**src/rtl/imem_loader.sv**
```systemverilog
// rtl/imem_loader.sv - byte-stream writer for the instruction memory.
// Writes one byte per accepted beat at consecutive addresses and checksums completed words.
module imem_loader #(
  parameter int          ADDR_WIDTH = 12,
  parameter int unsigned BASE_ADDR  = 0
) (
  input  logic                  clk,
  input  logic                  rst_n,
  input  logic                  start,
  input  logic [ADDR_WIDTH-2:0] word_count,
  input  logic                  abort,
  input  logic [7:0]            in_data,
  input  logic                  in_valid,
  output logic                  in_ready,
  output logic                  mem_we,
  output logic [31:0]           mem_addr,
  output logic [7:0]            mem_wdata,
  output logic [31:0]           last_word,
  output logic [31:0]           checksum,
  output logic                  busy,
  output logic                  done,
  output logic                  error
);

  typedef enum logic [1:0] {IDLE, LOAD, DONE} state_t;

  localparam logic [ADDR_WIDTH-1:0] BASE     = ADDR_WIDTH'(BASE_ADDR);
  localparam logic [ADDR_WIDTH-1:0] ADDR_MAX = '1;
  localparam logic [ADDR_WIDTH-2:0] ONE_WORD = (ADDR_WIDTH-1)'(1);

  state_t                state, state_nxt;
  logic [ADDR_WIDTH-1:0] addr;
  logic [1:0]            byte_idx;
  logic [ADDR_WIDTH-2:0] words_rem;
  logic [23:0]           bytes_q;
  logic [31:0]           word_full;
  logic                  hs, word_end, last_of_load, at_cap, start_ok;

  assign hs           = in_valid && in_ready;
  assign word_end     = hs && (byte_idx == 2'd3);
  assign last_of_load = word_end && (words_rem == ONE_WORD);
  assign at_cap       = hs && (addr == ADDR_MAX);
  assign start_ok     = start && (state != LOAD);
  assign word_full    = {in_data, bytes_q};

  always_ff @(posedge clk or negedge rst_n) begin
    if (!rst_n) state <= IDLE;
    else        state <= state_nxt;
  end

  always_comb begin
    state_nxt = state;
    case (state)
      IDLE, DONE: begin
        if (start) state_nxt = (word_count == '0) ? DONE : LOAD;
      end
      LOAD: begin
        if (abort || last_of_load || at_cap) state_nxt = DONE;
      end
      default: state_nxt = IDLE;
    endcase
  end

  always_comb begin
    in_ready = (state == LOAD) && !abort;
    busy     = (state == LOAD);
    done     = (state == DONE);
  end

  // Write port and word bookkeeping all trail the handshake by one cycle.
  always_ff @(posedge clk or negedge rst_n) begin
    if (!rst_n) begin
      mem_we    <= 1'b0;
      mem_addr  <= '0;
      mem_wdata <= '0;
      last_word <= '0;
      checksum  <= '0;
      error     <= 1'b0;
      addr      <= BASE;
      byte_idx  <= '0;
      words_rem <= '0;
      bytes_q   <= '0;
    end else begin
      mem_we <= hs;
      if (hs) begin
        mem_addr  <= 32'(addr);
        mem_wdata <= in_data;
      end
      if (start_ok) begin
        addr      <= BASE;
        byte_idx  <= '0;
        words_rem <= word_count;
        checksum  <= '0;
        last_word <= '0;
        error     <= 1'b0;
      end else if (state == LOAD) begin
        if (abort) begin
          error <= 1'b1;
        end else if (hs) begin
          // Saturate at the top byte so the address can never wrap to 0.
          if (addr != ADDR_MAX) addr <= addr + ADDR_WIDTH'(1);
          byte_idx <= byte_idx + 2'd1;
          if (word_end) begin
            last_word <= word_full;
            checksum  <= checksum + word_full;
            words_rem <= words_rem - ONE_WORD;
          end else begin
            bytes_q[{byte_idx, 3'b000} +: 8] <= in_data;
          end
          if (at_cap && !last_of_load) error <= 1'b1;
        end
      end
    end
  end

endmodule

```
**config.mk**
```make
export PLATFORM = sky130hd
export DESIGN_NAME = imem_loader
export DESIGN_NICKNAME = d
export VERILOG_FILES = /design/src/rtl/imem_loader.sv
export SDC_FILE = /design/constraint.sdc
export NUM_CORES = 1
export LEC_CHECK = 0
export CAP_MARGIN = 15
export CORE_MARGIN = 10
export CORE_UTILIZATION = 54
export DETAILED_ROUTE_END_ITERATION = 10
export MAX_ROUTING_LAYER = met4
export PLACE_DENSITY = 0.88
export RECOVER_POWER = 25
export SLEW_MARGIN = 20
export SYNTH_ARGS = -nofsm -noshare
export SYNTH_HDL_FRONTEND = slang
export SYNTH_SLANG_ARGS = --single-unit
```
**constraint.sdc**
```tcl
create_clock -name clk -period 4 [get_ports clk]
set_clock_uncertainty 0.1 [all_clocks]
set_input_delay 0.6 -clock clk [delete_from_list [all_inputs] [get_ports clk]]
set_output_delay 0.6 -clock clk [all_outputs]
set_load 0.01 [all_outputs]
```
## Yosys cells after proc, flatten, opt, wreduce, memory -nomap -nowiden

Cells that the tools add are included.

| operators by class | value |
|---|---|
| add/sub/neg operators | 5 |
| equality and inequality tests | 10 |
| shifts and indexed selects | 2 |
| muxes and demuxes | 34 |
| bitwise operators | 3 |
| reductions and logical operators | 26 |

Operators by type and width:

| kind | count |
|---|---|
| 32-bit 2-to-1 mux | 10 |
| 12-bit 2-to-1 mux | 5 |
| 11-bit 2-to-1 mux | 5 |
| 32-bit adder | 1 |
| 24-bit bitwise mux | 1 |
| 8-bit by 7-bit variable shift with 24-bit output, first input constant | 1 |
| 8-bit by 7-bit variable part select with 24-bit output | 1 |
| 2-bit 2-to-1 mux | 7 |
| 12-bit by 1-bit adder with 12-bit output, second input constant | 1 |
| 12-bit equality test, second input constant | 1 |
| 12-bit != test, second input constant | 1 |
| 11-bit by 1-bit equality test with 1-bit output, second input constant | 1 |
| 11-bit zero test | 1 |
| 11-bit by 1-bit subtractor with 11-bit output, second input constant | 1 |
| 4-bit AND reduction | 2 |
| 2-bit nonzero test | 4 |
| 1-bit logical AND | 7 |
| 5-bit negator with 7-bit output | 1 |
| 2-bit by 1-bit != test with 1-bit output, second input constant | 3 |
| 3-bit AND reduction | 2 |
| 3-bit nonzero test | 2 |
| 1-bit 2-to-1 mux | 5 |
| 5-bit AND reduction | 1 |
| 2-bit equality test, second input constant | 2 |
| 10 further kinds | 14 |

| storage, ports and cells | value |
|---|---|
| bits in registers | 137 |
| input port bits | 24 |
| output and inout bits | 109 |
| word-level logic and storage cells | 91 |

## Longest topological paths before layout

| depth | value |
|---|---|
| depth in word-level cells | 12 |
| gate-level depth with buffers | 11 |
| gate-level depth less buffers | 11 |

## Worst setup path after synthesis

Ideal clock, no wire load.

| timing path | value |
|---|---|
| path kind | reg-to-reg |
| from | register checksum[0] |
| to | register checksum[28] |
| setup time | 131 ps |
| arrival time | 2602 ps |
| required time | 3769 ps |
| slack | 1167 ps |
| cell stages (with the launch flop) | 12 |
| buffers on the path | 0 |
| clock period less this slack | 2833 ps |
| cell sequence | dfrtp_1 -> ha_1 -> fa_1 -> a21o_2 -> a31o_2 -> a21oi_2 -> o41ai_4 -> a221o_1 -> a21oi_2 -> o21ai_2 -> xnor2_1 -> o21ai_1 |

| on the way | value |
|---|---|
| cells in the longest elaborated chain, start to end | 6 |

Ends and longest elaborated chain:

| what | RTL line | source |
|---|---|---|
| start: declaration | 19 | `output logic [31:0] checksum,` |
| start signal: assignment | 105 | `checksum <= checksum + word_full;` |
| 32-bit adder | 105 |  |
| 32-bit 2-to-1 mux | 103 | `if (word_end) begin` |
| 32-bit 2-to-1 mux | 99 | `end else if (hs) begin` |
| 32-bit 2-to-1 mux | 97 | `if (abort) begin` |
| 32-bit 2-to-1 mux | 96 | `end else if (state == LOAD) begin` |
| 32-bit 2-to-1 mux | 89 | `if (start_ok) begin` |

No other way between the ends. The select of a mux whose other input is x is not followed.
A chain may end at the register's enable or synchronous reset.

## Final worst setup path

| timing path | value |
|---|---|
| from | input in_data[0] |
| to | register checksum[31] |

| on the way | value |
|---|---|
| cells in the longest elaborated chain, start to end | 6 |

Ends and longest elaborated chain:

| what | RTL line | source |
|---|---|---|
| start: declaration | 12 | `input logic [7:0] in_data,` |
| 32-bit adder | 105 |  |
| 32-bit 2-to-1 mux | 103 |  |
| 32-bit 2-to-1 mux | 99 |  |
| 32-bit 2-to-1 mux | 97 |  |
| 32-bit 2-to-1 mux | 96 |  |
| 32-bit 2-to-1 mux | 89 |  |

No other way between the ends. The select of a mux whose other input is x is not followed.

==> flow_metrics.env <==
export IMPL_outcome="finished with violations"
export IMPL_violations="max-capacitance violations, max-slew violations"
export IMPL_relSlewSlack_pct=-82.1
export IMPL_post_route_period_util_pct=79.8
export IMPL_setup_tns_ps=0
export IMPL_nNetsFinal=1033
export IMPL_worstPathRequired_ps=4210
export IMPL_viasPerCell=5.68
export IMPL_antenna_found_initial=0
export IMPL_critPathKind="input port to flop"
export IMPL_r2r_slack_ps=910
export IMPL_grt_use_met3_pct=6.37
export IMPL_grt_pass1_wl_um=34200
export IMPL_ctsHtreeMaxLevel=4
export IMPL_crit_fanout=7
export IMPL_hold_violations=0
export IMPL_dieHeight_um=138
export IMPL_reg2reg_depth=11
export IMPL_cp_start_kind="input port"
export IMPL_cts_root_buf="clkbuf_16"
export IMPL_cts_buffer_depth=2
export IMPL_nFillCells=1084
export IMPL_ys_ff_latch=137
export IMPL_dp_final_hpwl_um=14500
export IMPL_initial_core_util_pct=54.8
export IMPL_core_area_sq_um=13800
export IMPL_use_met1_pct=26.8
export IMPL_cts_tree="yes"
export IMPL_die_w_um=138
export IMPL_syn_to_final_growth_pct=23.8
export IMPL_synth_most_common_cell="nand2_1"
export IMPL_vias=6600
export IMPL_ant_nets=0
export IMPL_rows=43
export IMPL_synth_top_area_share_pct=45.3
export IMPL_synth_top_area_cell="dfrtp_1"
export IMPL_async_flop_share_pct=100
export IMPL_dieArea_sq_um=19200
export IMPL_grt_busiest_layer="met2"
export IMPL_numCtsBuffers=17
export IMPL_max_cap_violations=1
export IMPL_synth_warnings=0
export IMPL_drtIter0Drc=631
export IMPL_synth_edf_count=0
export IMPL_clk_pin_slew_ps=60
export IMPL_wl_um=20500
export IMPL_grt_pass1_vias=6572
export IMPL_synth_cells=869
export IMPL_use_met2_pct=34.8
export IMPL_gr_total_overflow=0
export IMPL_ctsResizeCount=0
export IMPL_synthFlopType="dfrtp_1"
export IMPL_io_buffers=112
export IMPL_diodes=0
export IMPL_fin_area_sq_um=9370
export IMPL_synthesis_area_sq_um=7570
export IMPL_worst_slew_pin_slew_ps=2730
export IMPL_seq_area_frac_synth_pct=45.3
export IMPL_fmax_mhz=313
export IMPL_synthTopCellsByCount="225 x nand2_1, 137 x dfrtp_1, 97 x o21ai_0, 39 x ha_1, 39 x nand3_1"
export IMPL_insertion_delay_ps=420
export IMPL_crit_arrival_ps=3400
export IMPL_place_area_sq_um=8760
export IMPL_syn_area_per_cell_sq_um=8.71
export IMPL_clock_sinks=137
export IMPL_setup_viol=0
export IMPL_grt_setup_unrepaired="false"
export IMPL_post_cts_buffers=0
export IMPL_synth_area_leaders="dfrtp_1 45%, nand2_1 11%, ha_1 6.4%"
export IMPL_holdBufCountCts=0
export IMPL_drive_gt1_share_pct=6.72
export IMPL_fin_crit_ps=3190
export IMPL_power_leakage_nw=4.23
export IMPL_yosys_cell_types_count=67
export IMPL_dr_pass1_iters=7
export IMPL_worst_setup_path_end_kind="flop"
export IMPL_grt_max_degree=110
export IMPL_wl_per_cell_um=17.7
export IMPL_io_pins=133
export IMPL_hold_path_depth=2
export IMPL_grtUsageTotal_pct=22.0
export IMPL_drc_errors=0
export IMPL_slew_violations=110
export IMPL_ir_drop_mv=0.412
export IMPL_power_density_nw_per_um2=435
export IMPL_gp_congestion=0.927
export IMPL_hp_class="flop to flop"
-- layer usage --
layer	share of wire (%)	wire, um	vias to the layer above
li1	-	-	3171
met1	42	8690	3171
met2	49	10000	225
met3	7.0	1430	33
met4	1.9	383	0
met5	0	0	-
-- area by class of cell --
class                   instances  area, sq um  area share (%)
clock buffers                  22          474            5.06
clock inverters                10          143            1.52
inverters                      22         82.6           0.881
multi-input cells             669         3830            40.8
flip-flops and latches        137         3430            36.6
well taps                     180          225            2.40
repair buffers                122         1190            12.7
-- final timing paths --
| check | from | endpoint |
|---|---|---|
| max | in_data[0] | checksum[31] |
| min | mem_wdata[0] | mem_wdata[0] |
| max reg2reg | checksum[0] | checksum[28] |
| min reg2reg | mem_wdata[0] | mem_wdata[0] |
| max in group asynchronous | rst_n | words_rem[4] |
| min in group asynchronous | rst_n | last_word[21] |
-- kinds of logic after synthesis --
family                   synth area share (%)
AO/OA/AOI/OAI                            17.3
buffers and inverters                    5.17
adder cells (fa/ha/maj)                  6.71
AND/OR/NAND/NOR                          20.9
other                                  0.0495
XOR/XNOR                                 4.28
multiplexers                            0.281
flip-flops                               45.3
-- critical path, stage by stage --
cell and delay [ps]:
clkdlybuf4s50_1 560, ha_1 480, nand4_1 230, nor2_1 210, nand2_1 130, o22ai_1 160, a31oi_1 80, a311oi_2 450
mux2i_1 230, nor2_1 50, a211o_1 220
-- flip-flops by register name, indices dropped and copies added (netlist names) --
name       flops
bytes_q       24
last_word     32
state          2
addr          12
mem_we         1
error          1
checksum      32
byte_idx       2
words_rem     11
mem_addr      12
mem_wdata      8
-- cell usage in the layout (no fill, tap or decap), drive strengths merged, types with 4 or more instances in the layout --
cell type,count
nand3,40
conb,20
o21bai,5
nand2,226
nor3b,4
xor2,15
a21oi,38
dfrtp,137
a21o,17
buf,10
nor3,12
or3,4
xnor2,22
nor2,35
o21ai,105
nand4,14
nor4,4
ha,39
o21a,4
clkinv,6
clkbuf,23
inv,22
clkdlybuf4s50,111
o211ai,6
a31oi,7
and3,5
-- where the power goes --
part	switching, W	leakage [nW]	internal (W)
registers	0.000139	1.86	0.00153
logic	0.000465	2.07	0.000309
clock network	0.000603	0.300	0.00103
-- through the flow --
step / std cells / hold WS, ps / total power [W] / setup WS, ps / util, %
after global placement: 1130 / 358 / 0.00244 / 539 / 63.4
after global routing: 1162 / 405 / 0.00427 / 626 / 67.8
final: 1162 / 376 / 0.00408 / 806 / 67.8
after detailed placement: 1130 / 363 / 0.00246 / 446 / 63.4
after floorplan: 888 / 204 / 0.00213 / 1170 / -
after CTS: 1162 / 267 / 0.00410 / 853 / 67.8
Power figures use the tool's default switching activity.
